<file path="config.mk">
export PLATFORM = sky130hd
export DESIGN_NAME = dot_product_seq
export DESIGN_NICKNAME = d
export VERILOG_FILES = /design/src/rtl/dot_product_pkg.sv /design/src/rtl/dot_product_mac.sv /design/src/rtl/dot_product_seq.sv
export SDC_FILE = /design/constraint.sdc
export NUM_CORES = 1
export LEC_CHECK = 0
export ABC_AREA = 1
export BUFFER_PORTS_ARGS = -buffer_cell sky130_fd_sc_hd__buf_2
export CAP_MARGIN = 20
export CORE_MARGIN = 10
export CORE_UTILIZATION = 56
export DETAILED_ROUTE_END_ITERATION = 10
export PLACE_DENSITY = 0.82
export SLEW_MARGIN = 5
export SYNTH_ARGS = -nofsm -noshare
export SYNTH_HDL_FRONTEND = slang
export SYNTH_SLANG_ARGS = --single-unit
</file>
<file path="constraint.sdc">
create_clock -name clk -period 1.92 [get_ports clk]
set_clock_uncertainty 0.2 [all_clocks]
set_input_delay 0.192 -clock clk [delete_from_list [all_inputs] [get_ports clk]]
set_output_delay 0.192 -clock clk [all_outputs]
set_load 0.02 [all_outputs]
</file>
<file path="src/rtl/dot_product_pkg.sv">
// dot_product_pkg
//   Shared definitions for the sequential dot-product engine.
//   - state_t      : control FSM states (ACC, FLUSH, HOLD)
//   - acc_width()  : full-precision accumulator width for a given element
//                    width and vector length (2*data_w + clog2(len))
//   - DATA_W_DEF / LEN_DEF : default element width and vector length
package dot_product_pkg;

   localparam int unsigned DATA_W_DEF = 8;
   localparam int unsigned LEN_DEF    = 4;

   typedef enum logic [1:0] {
      ACC   = 2'd0,
      FLUSH = 2'd1,
      HOLD  = 2'd2
   } state_t;

   function automatic int unsigned acc_width(input int unsigned data_w,
                                             input int unsigned len);
      return 2 * data_w + $clog2(len);
   endfunction

endpackage

</file>
<file path="src/rtl/dot_product_mac.sv">
// dot_product_mac
//   Registered multiply stage followed by a full-precision accumulator.
//   Build option: DOT_PRODUCT_SIGNED_EN selects two's-complement operands,
//   products and accumulation; otherwise everything is unsigned.
//
//   Ports:
//     clk  in            rising-edge clock
//     rst  in            asynchronous active-high reset
//     clr  in            synchronous accumulator clear (result consumed)
//     en   in            accept a, b into the product register this edge
//     a    in  DATA_W    element a_i
//     b    in  DATA_W    element b_i
//     acc  out ACC_W     running sum of all registered products
module dot_product_mac #(
   parameter int unsigned DATA_W = 8,
   parameter int unsigned ACC_W  = 18
) (
   input  logic              clk,
   input  logic              rst,
   input  logic              clr,
   input  logic              en,
   input  logic [DATA_W-1:0] a,
   input  logic [DATA_W-1:0] b,
   output logic [ACC_W-1:0]  acc
);

   localparam int unsigned PROD_W = 2 * DATA_W;
   localparam int unsigned EXT_W  = ACC_W - PROD_W;

`ifdef DOT_PRODUCT_SIGNED_EN
   localparam logic SIGNED_MODE = 1'b1;
`else
   localparam logic SIGNED_MODE = 1'b0;
`endif

   logic              sign_a;
   logic              sign_b;
   logic              sign_p;
   logic [PROD_W-1:0] wide_a;
   logic [PROD_W-1:0] wide_b;
   logic [PROD_W-1:0] prod_next;
   logic [PROD_W-1:0] prod_reg;
   logic              prod_vld;
   logic [ACC_W-1:0]  prod_ext;

   // Operands are widened to the full product width (sign- or zero-filled)
   // so a single unsigned multiplier, truncated to PROD_W bits, yields the
   // exact product in either signedness.
   assign sign_a    = SIGNED_MODE & a[DATA_W-1];
   assign sign_b    = SIGNED_MODE & b[DATA_W-1];
   assign wide_a    = {{DATA_W{sign_a}}, a};
   assign wide_b    = {{DATA_W{sign_b}}, b};
   assign prod_next = wide_a * wide_b;

   assign sign_p    = SIGNED_MODE & prod_reg[PROD_W-1];
   assign prod_ext  = {{EXT_W{sign_p}}, prod_reg};

   always_ff @(posedge clk or posedge rst) begin
      if (rst) begin
         prod_reg <= '0;
         prod_vld <= 1'b0;
         acc      <= '0;
      end else begin
         prod_vld <= en;
         if (en) begin
            prod_reg <= prod_next;
         end
         // clr only occurs while the result is held, when no product is
         // pending, so giving it priority never drops a product.
         if (clr) begin
            acc <= '0;
         end else if (prod_vld) begin
            acc <= acc + prod_ext;
         end
      end
   end

endmodule

</file>
<file path="src/rtl/dot_product_seq.sv">
// dot_product_seq
//   Sequential dot-product engine: one (a_i, b_i) pair per valid/ready
//   beat, registered product, full-precision accumulate; after LEN beats
//   the sum is offered on a valid/ready output port.
//   Build option: DOT_PRODUCT_SIGNED_EN (two's-complement arithmetic).
//
//   Parameters: DATA_W (element width), LEN (elements per vector, >= 2),
//               ACC_W (derived, not overridable).
//   Ports:
//     clk        in            rising-edge clock
//     rst        in            asynchronous active-high reset
//     in_valid   in            element pair valid
//     in_ready   out           engine can accept a pair
//     a_in       in  DATA_W    element a_i
//     b_in       in  DATA_W    element b_i
//     out_valid  out           result valid
//     out_ready  in            downstream accepts result
//     result     out ACC_W     dot product
//     busy       out           vector in progress or result pending
module dot_product_seq
   import dot_product_pkg::*;
#(
   parameter  int unsigned DATA_W = DATA_W_DEF,
   parameter  int unsigned LEN    = LEN_DEF,
   localparam int unsigned ACC_W  = acc_width(DATA_W, LEN)
) (
   input  logic              clk,
   input  logic              rst,
   input  logic              in_valid,
   output logic              in_ready,
   input  logic [DATA_W-1:0] a_in,
   input  logic [DATA_W-1:0] b_in,
   output logic              out_valid,
   input  logic              out_ready,
   output logic [ACC_W-1:0]  result,
   output logic              busy
);

   localparam int unsigned CNT_W = $clog2(LEN);

   if (LEN < 2) begin : g_len_check
      $error("dot_product_seq: LEN must be at least 2");
   end

   state_t           state;
   state_t           state_next;
   logic [CNT_W-1:0] cnt;
   logic             beat;
   logic             last_beat;
   logic             handshake;

   assign beat      = in_valid && in_ready;
   assign last_beat = (cnt == CNT_W'(LEN - 1));
   assign handshake = out_valid && out_ready;

   // State register
   always_ff @(posedge clk or posedge rst) begin
      if (rst) begin
         state <= ACC;
      end else begin
         state <= state_next;
      end
   end

   // Next-state logic
   always_comb begin
      state_next = state;
      unique case (state)
         ACC:     if (beat && last_beat) state_next = FLUSH;
         FLUSH:   state_next = HOLD;
         HOLD:    if (out_ready) state_next = ACC;
         default: state_next = ACC;
      endcase
   end

   // Outputs decode registered state only, keeping in_* -> out_* paths
   // purely sequential.
   always_comb begin
      in_ready  = 1'b0;
      out_valid = 1'b0;
      busy      = (cnt != '0);
      unique case (state)
         ACC:     in_ready  = 1'b1;
         FLUSH:   busy      = 1'b1;
         HOLD: begin
            out_valid = 1'b1;
            busy      = 1'b1;
         end
         default: in_ready  = 1'b0;
      endcase
   end

   // Beat counter; wraps on the LEN-th accepted beat.
   always_ff @(posedge clk or posedge rst) begin
      if (rst) begin
         cnt <= '0;
      end else if (beat) begin
         cnt <= last_beat ? '0 : cnt + CNT_W'(1);
      end
   end

   dot_product_mac #(
      .DATA_W (DATA_W),
      .ACC_W  (ACC_W)
   ) u_mac (
      .clk (clk),
      .rst (rst),
      .clr (handshake),
      .en  (beat),
      .a   (a_in),
      .b   (b_in),
      .acc (result)
   );

   a_no_overlap: assert property (@(posedge clk) disable iff (rst)
      !(in_ready && out_valid));
   a_flush_one_cycle: assert property (@(posedge clk) disable iff (rst)
      (state == FLUSH) |=> (state == HOLD));
   a_result_stable: assert property (@(posedge clk) disable iff (rst)
      (out_valid && !out_ready) |=> (out_valid && $stable(result)));

endmodule

</file>
### Word level (Yosys, flattened, before mapping)

Index checks and enable logic that the tools add are counted.

| cells by class | value |
|---|---|
| multipliers | 1 |
| add/subtract/negate cells | 2 |
| eq/ne operators | 5 |
| reduce and logical (&&, ||, !) cells | 8 |
| mux-type cells | 9 |

Operator list:

| operator | number |
|---|---|
| 2-to-1 mux 18 bit | 2 |
| adder 18 x 16 -> 18 bit | 1 |
| multiplier 8 x 8 -> 16 bit | 1 |
| 2-to-1 mux 2 bit | 3 |
| one-hot mux 2 bit (3 select lines) | 1 |
| equality test 2 bit, second input constant | 2 |
| inequality test 2 bit, second input constant | 2 |
| nonzero test 2 bit | 2 |
| logical AND 1 bit | 3 |
| 2-to-1 mux 1 bit | 3 |
| adder 2 x 1 -> 2 bit, second input constant | 1 |
| equality test 2 x 1 -> 1 bit, second input constant | 1 |
| zero test 2 bit | 1 |
| AND reduction 2 bit | 1 |
| OR reduction 2 bit | 1 |

| word-level totals | value |
|---|---|
| word-level logic and storage cells | 30 |
| input bits | 20 |
| bits in registers | 39 |

### Longest topological paths before layout

| logic depth | value |
|---|---|
| word-level depth | 6 |
| depth in mapped cells | 23 |
| gate-level depth less buffers | 22 |

### Hierarchy

A second synthesis with hierarchy kept.

| second synthesis, totals | value |
|---|---|
| cells, all modules | 675 |
| area total of the unflattened synthesis | 4734.5 sq um |

By module, submodules not included:

| module | instances | cells an instance | area an instance (sq um) |
|---|---|---|---|
| dot_product_mac | 1 | 638 | 4450.5 |
| dot_product_seq | 1 | 37 | 284.0 |

### Worst setup path before layout

Ideal clock, no wire load.

| path | value |
|---|---|
| path type | input-to-reg |
| from | input port b_in[7] |
| to | register u_mac.prod_reg[12] |
| setup time | 118 ps |
| setup slack | -2063 ps |
| buffers on the path | 1 |
| cell stages on the path | 20 |
| arrival | 3665 ps |
| data required time | 1602 ps |
| cells stage by stage | clkbuf_1 > nand2_1 > fa_1 > fa_1 > inv_1 > fa_1 > inv_1 > fa_1 > inv_1 > ha_1 > nand2_1 > nand2_1 > nand2_1 > nand3_1 > inv_1 > nand2_1 > nand2_1 > nand3b_1 > nand3_1 > nand2_1 |

| between the ends | value |
|---|---|
| longest elaborated chain between the ends | 1 |

Ends and longest elaborated chain:

| what | line | source |
|---|---|---|
| start: declaration | dot_product_seq.sv:32 | `input logic [DATA_W-1:0] b_in,` |
| multiplier 8 x 8 -> 16 bit | dot_product_mac.sv:53 | `assign prod_next = wide_a * wide_b;` |
| end signal: assignment | dot_product_mac.sv:66 | `prod_reg <= prod_next;` |
| end: declaration | dot_product_mac.sv:42 | `logic [PROD_W-1:0] prod_reg;` |

No other way between the ends.
A chain may end at the register's enable or synchronous reset.

### Worst setup path in the final report

| path | value |
|---|---|
| from | input port a_in[1] |
| to | register u_mac.prod_reg[10] |

| between the ends | value |
|---|---|
| longest elaborated chain between the ends | 1 |

Ends and longest elaborated chain:

| what | line | source |
|---|---|---|
| start: declaration | dot_product_seq.sv:31 | `input logic [DATA_W-1:0] a_in,` |
| multiplier 8 x 8 -> 16 bit | dot_product_mac.sv:53 |  |

No other way between the ends.

==> run summary <==
outcome = finished with violations
failing checks = negative hold slack, negative setup slack
Worst slew margin = 0.657
syn nets = 782
Critical-path top delay cell = fa_1
Die X-Extent = 112 um
Warnings, synthesis = 0
CTS buffer count = 5
slew at the pin closest to its max-slew limit = 515 ps
clock latency reported for the late side of the worst-skew pair = 310 ps
category of the most critical setup path = input pin to flip-flop
level count of the clock H-tree = 2
leading cell types in the layout, fill and taps excluded = 174 x nand2_1, 113 x inv_1, 63 x buf_4, 40 x nand2_2, 37 x dfrtp_1
number of synthesized register bits = 39
maximum number of pins on one net before global-route repair = 40
average cell area after synthesis = 7.03 um^2
register-to-register path setup slack = -120 ps
clock tree from TritonCTS = done
distinct cell type count of the synthesized netlist = 34
register clock-pin slew on the reported worst setup and hold paths = 80 ps
master cell of the clock root buffer = clkbuf_8
sum of met2 wire segment lengths after detailed routing = 7.12 mm
area delta synth->final = 36.9%
highest cell delay on the worst timing path = 590 ps
remaining antenna violation count after routing = 0
number of antenna diodes = 0
number of port buffers = 40
detailed-route vias per instance = 5.56
max FFs per register = 18
unrepaired setup endpoints after global routing = yes
uppermost layer routed = met4
power density over cell area = 1420 nW/um^2
hold path depth = 4
commonest non-fill, non-tap cell in the layout = nand2_1
shortest period the worst path allows = 3690 ps
global-route wire length before repair = 20.0 mm
WP data arrival = 3740 ps
startpoint of the lowest-slack hold path = out_ready
All-Layer GR Usage = 0.187
Critical Path Source Type = input pin
global placement routability congestion = 0.959
largest delay contributor family on the critical path = adder cells
via count = 4864
fin area = 6430 um^2
Total Power Consumption = 9.15 mW
worst hold path class = input pin to flip-flop
total die area = 12400 um^2
least setup slack across all paths after layout = -1770 ps
cells along the critical path = buf_4 -> nand2_2 -> fa_1 -> fa_1 -> inv_2 -> fa_1 -> inv_1 -> fa_1 -> inv_2 -> ha_4 -> nand2_2 -> nand2_2 -> nand2_2 -> nand3_2 -> inv_2 -> nand2_4 -> a21oi_1 -> o21ai_0 -> nand2_1
Die Y = 112 um
r2r startpoint = u_mac.prod_reg[0]
CORE AREA = 8180 um^2
number of global-route vias before repair = 4397
post-layout instance count excluding filler cells = 875
highest attainable clock frequency = 0.271 GHz
Detail Placement HPWL = 9.38 mm
met1 wire length = 5.64 mm
placed standard-cell area = 5470 um^2
Critical Path End Type = flip-flop
initial standard-cell utilization of the core = 0.574
Routed WL = 14.1 mm
Detailed Route Iter0 Violations = 443
grt total ovfl = 0
Max Cap Viol = 0
maximum fanout along the worst path = 5
# rows = 33
sequential fraction of the synthesis area = 0.208
share of final-layout standard cells stronger than drive strength 1 = 0.362
Bufs on Longest Clock Path = 2
Final Hold Fails = 2
sum of negative setup slack = -18690 ps
post-synthesis cell count = 668
number of sinks handled by clock tree synthesis = 39
Hold Worst Slack = -12.3 ps
first-pass iteration count of the detailed router = 5
average detailed-routed wire length per instance = 16.2 um
number of antenna violations at the first check in global routing = 0
drt drc = 0
Final Slew Violations = 0
Leakage Power = 3.65 nW
Period Utilization, post-route = 1.92
Layout Nets = 883
Buf+Inv Stages, Crit Path = 5
endpoint of the most critical register-to-register path = u_mac.acc[14]
number of instances in the placed design = 845
maximum vdd ir drop = 0.000992 V
final core occ = 0.786
logic depth of the worst register-to-register path = 11
Crit path required time = 1970 ps
final setup violating endpoints = 19
sum of met3 wire segment lengths after detailed routing = 864 um
Top-Level Pins = 41
post-synthesis instance area = 4700 um^2
Min-Delay Endpoint = u_mac.acc[16]
-- worst max-delay path by stage --
stage / slack [ps] / start / to / cells after the start
2_1_floorplan: -1780 / b_in[4] / u_mac.prod_reg[12] / 23
3_3_place_gp: -1870 / b_in[4] / u_mac.prod_reg[12] / 23
3_5_place_dp: -2080 / a_in[3] / u_mac.prod_reg[12] / 23
4_1_cts: -1690 / a_in[5] / u_mac.prod_reg[12] / 23
5_1_grt: -1830 / b_in[2] / u_mac.prod_reg[10] / 20
6_report: -1770 / a_in[1] / u_mac.prod_reg[10] / 19
-- per-stage QoR --
stage | setup slack, ps | hold slack (ps)
after floorplan | -1780 | 176
after global placement | -1870 | 126
after detailed placement | -2080 | 141
after CTS | -1690 | 8.75
after global routing | -1830 | 20.2
final | -1770 | -12.3
-- logic make-up (layout without fill, tap and decap cells) --
group,after synthesis,in the layout,share of synthesized area
buffers and inverters,168,270,0.135
adder cells (fa/ha/maj),94,94,0.310
AO/OA/AOI/OAI,64,64,0.0751
flip-flops,39,39,0.208
AND/OR/NAND/NOR,296,296,0.259
XOR/XNOR,7,7,0.0131
-- metal layers --
layer / vias to the layer above / GRT usage
li1: 2227 / -
met1: 2333 / 0.237
met2: 249 / 0.320
met3: 55 / 0.0284
met4: 0 / 0.0583
met5: - / 0
-- tightest hold or removal path: cells and delay by family --
kind / cells / cell delay, ps
and+or+nand+nor: 3 / 160
buffers and inverters: 1 / 110
-- repair_timing --
action,CTS,global route
hold endpoints to repair,39,0
setup endpoints to repair,20,25
resized for setup,42,131
hold buffers,1,0
pin swaps,31,79
buffers inserted,6,17
-- cell usage after synthesis --
| master | number | area [um^2] |
|---|---|---|
| nand2_1 | 218 | 818 |
| a21oi_1 | 29 | 145 |
| fa_1 | 37 | 741 |
| o21ai_0 | 18 | 90.1 |
| and2_1 | 1 | 6.26 |
| inv_1 | 142 | 533 |
| or2_2 | 1 | 6.26 |
| a22o_1 | 1 | 8.76 |
| o21ai_2 | 2 | 17.5 |
| buf_2 | 4 | 20.0 |
| dfrtp_1 | 39 | 976 |
| o21bai_1 | 3 | 22.5 |
| o21a_1 | 1 | 7.51 |
| ha_1 | 57 | 713 |
| xnor2_1 | 4 | 35.0 |
| o22ai_1 | 1 | 6.26 |
| nor2_4 | 1 | 11.3 |
| o21ai_1 | 5 | 25.0 |
| or2_1 | 1 | 6.26 |
| nor2_2 | 1 | 6.26 |
| a21oi_2 | 1 | 8.76 |
| nor2_1 | 27 | 101 |
| nand3_1 | 27 | 135 |
| xor2_1 | 3 | 26.3 |
| nand4_1 | 3 | 18.8 |
| a21boi_0 | 1 | 7.51 |
| nor3_1 | 5 | 25.0 |
| clkbuf_1 | 17 | 63.8 |
| nand3_2 | 2 | 20.0 |
| inv_2 | 5 | 18.8 |
| nand3b_1 | 4 | 30.0 |
| a31oi_1 | 1 | 6.26 |
| nand2_2 | 5 | 31.3 |
| o31ai_1 | 1 | 7.51 |
-- cell type report --
cell class,instances,area [um^2]
Tap cell,105,131
Clock inverter,2,60.1
Inverter,147,557
Multi-Input combinational cell,461,3750
Clock buffer,6,72.6
Fill cell,471,1750
Timing Repair Buffer,115,880
Sequential cell,39,978
-- power by group --
| part | leakage (nW) | switching [mW] | internal [mW] | total (mW) |
|---|---|---|---|---|
| Combinational | 3.09 | 3.84 | 2.92 | 6.75 |
| Clock | 0.0654 | 0.335 | 0.520 | 0.855 |
| Sequential | 0.499 | 0.375 | 1.16 | 1.54 |
| Total | 3.65 | 4.55 | 4.60 | 9.15 |
(Power assumes the default switching activity.)
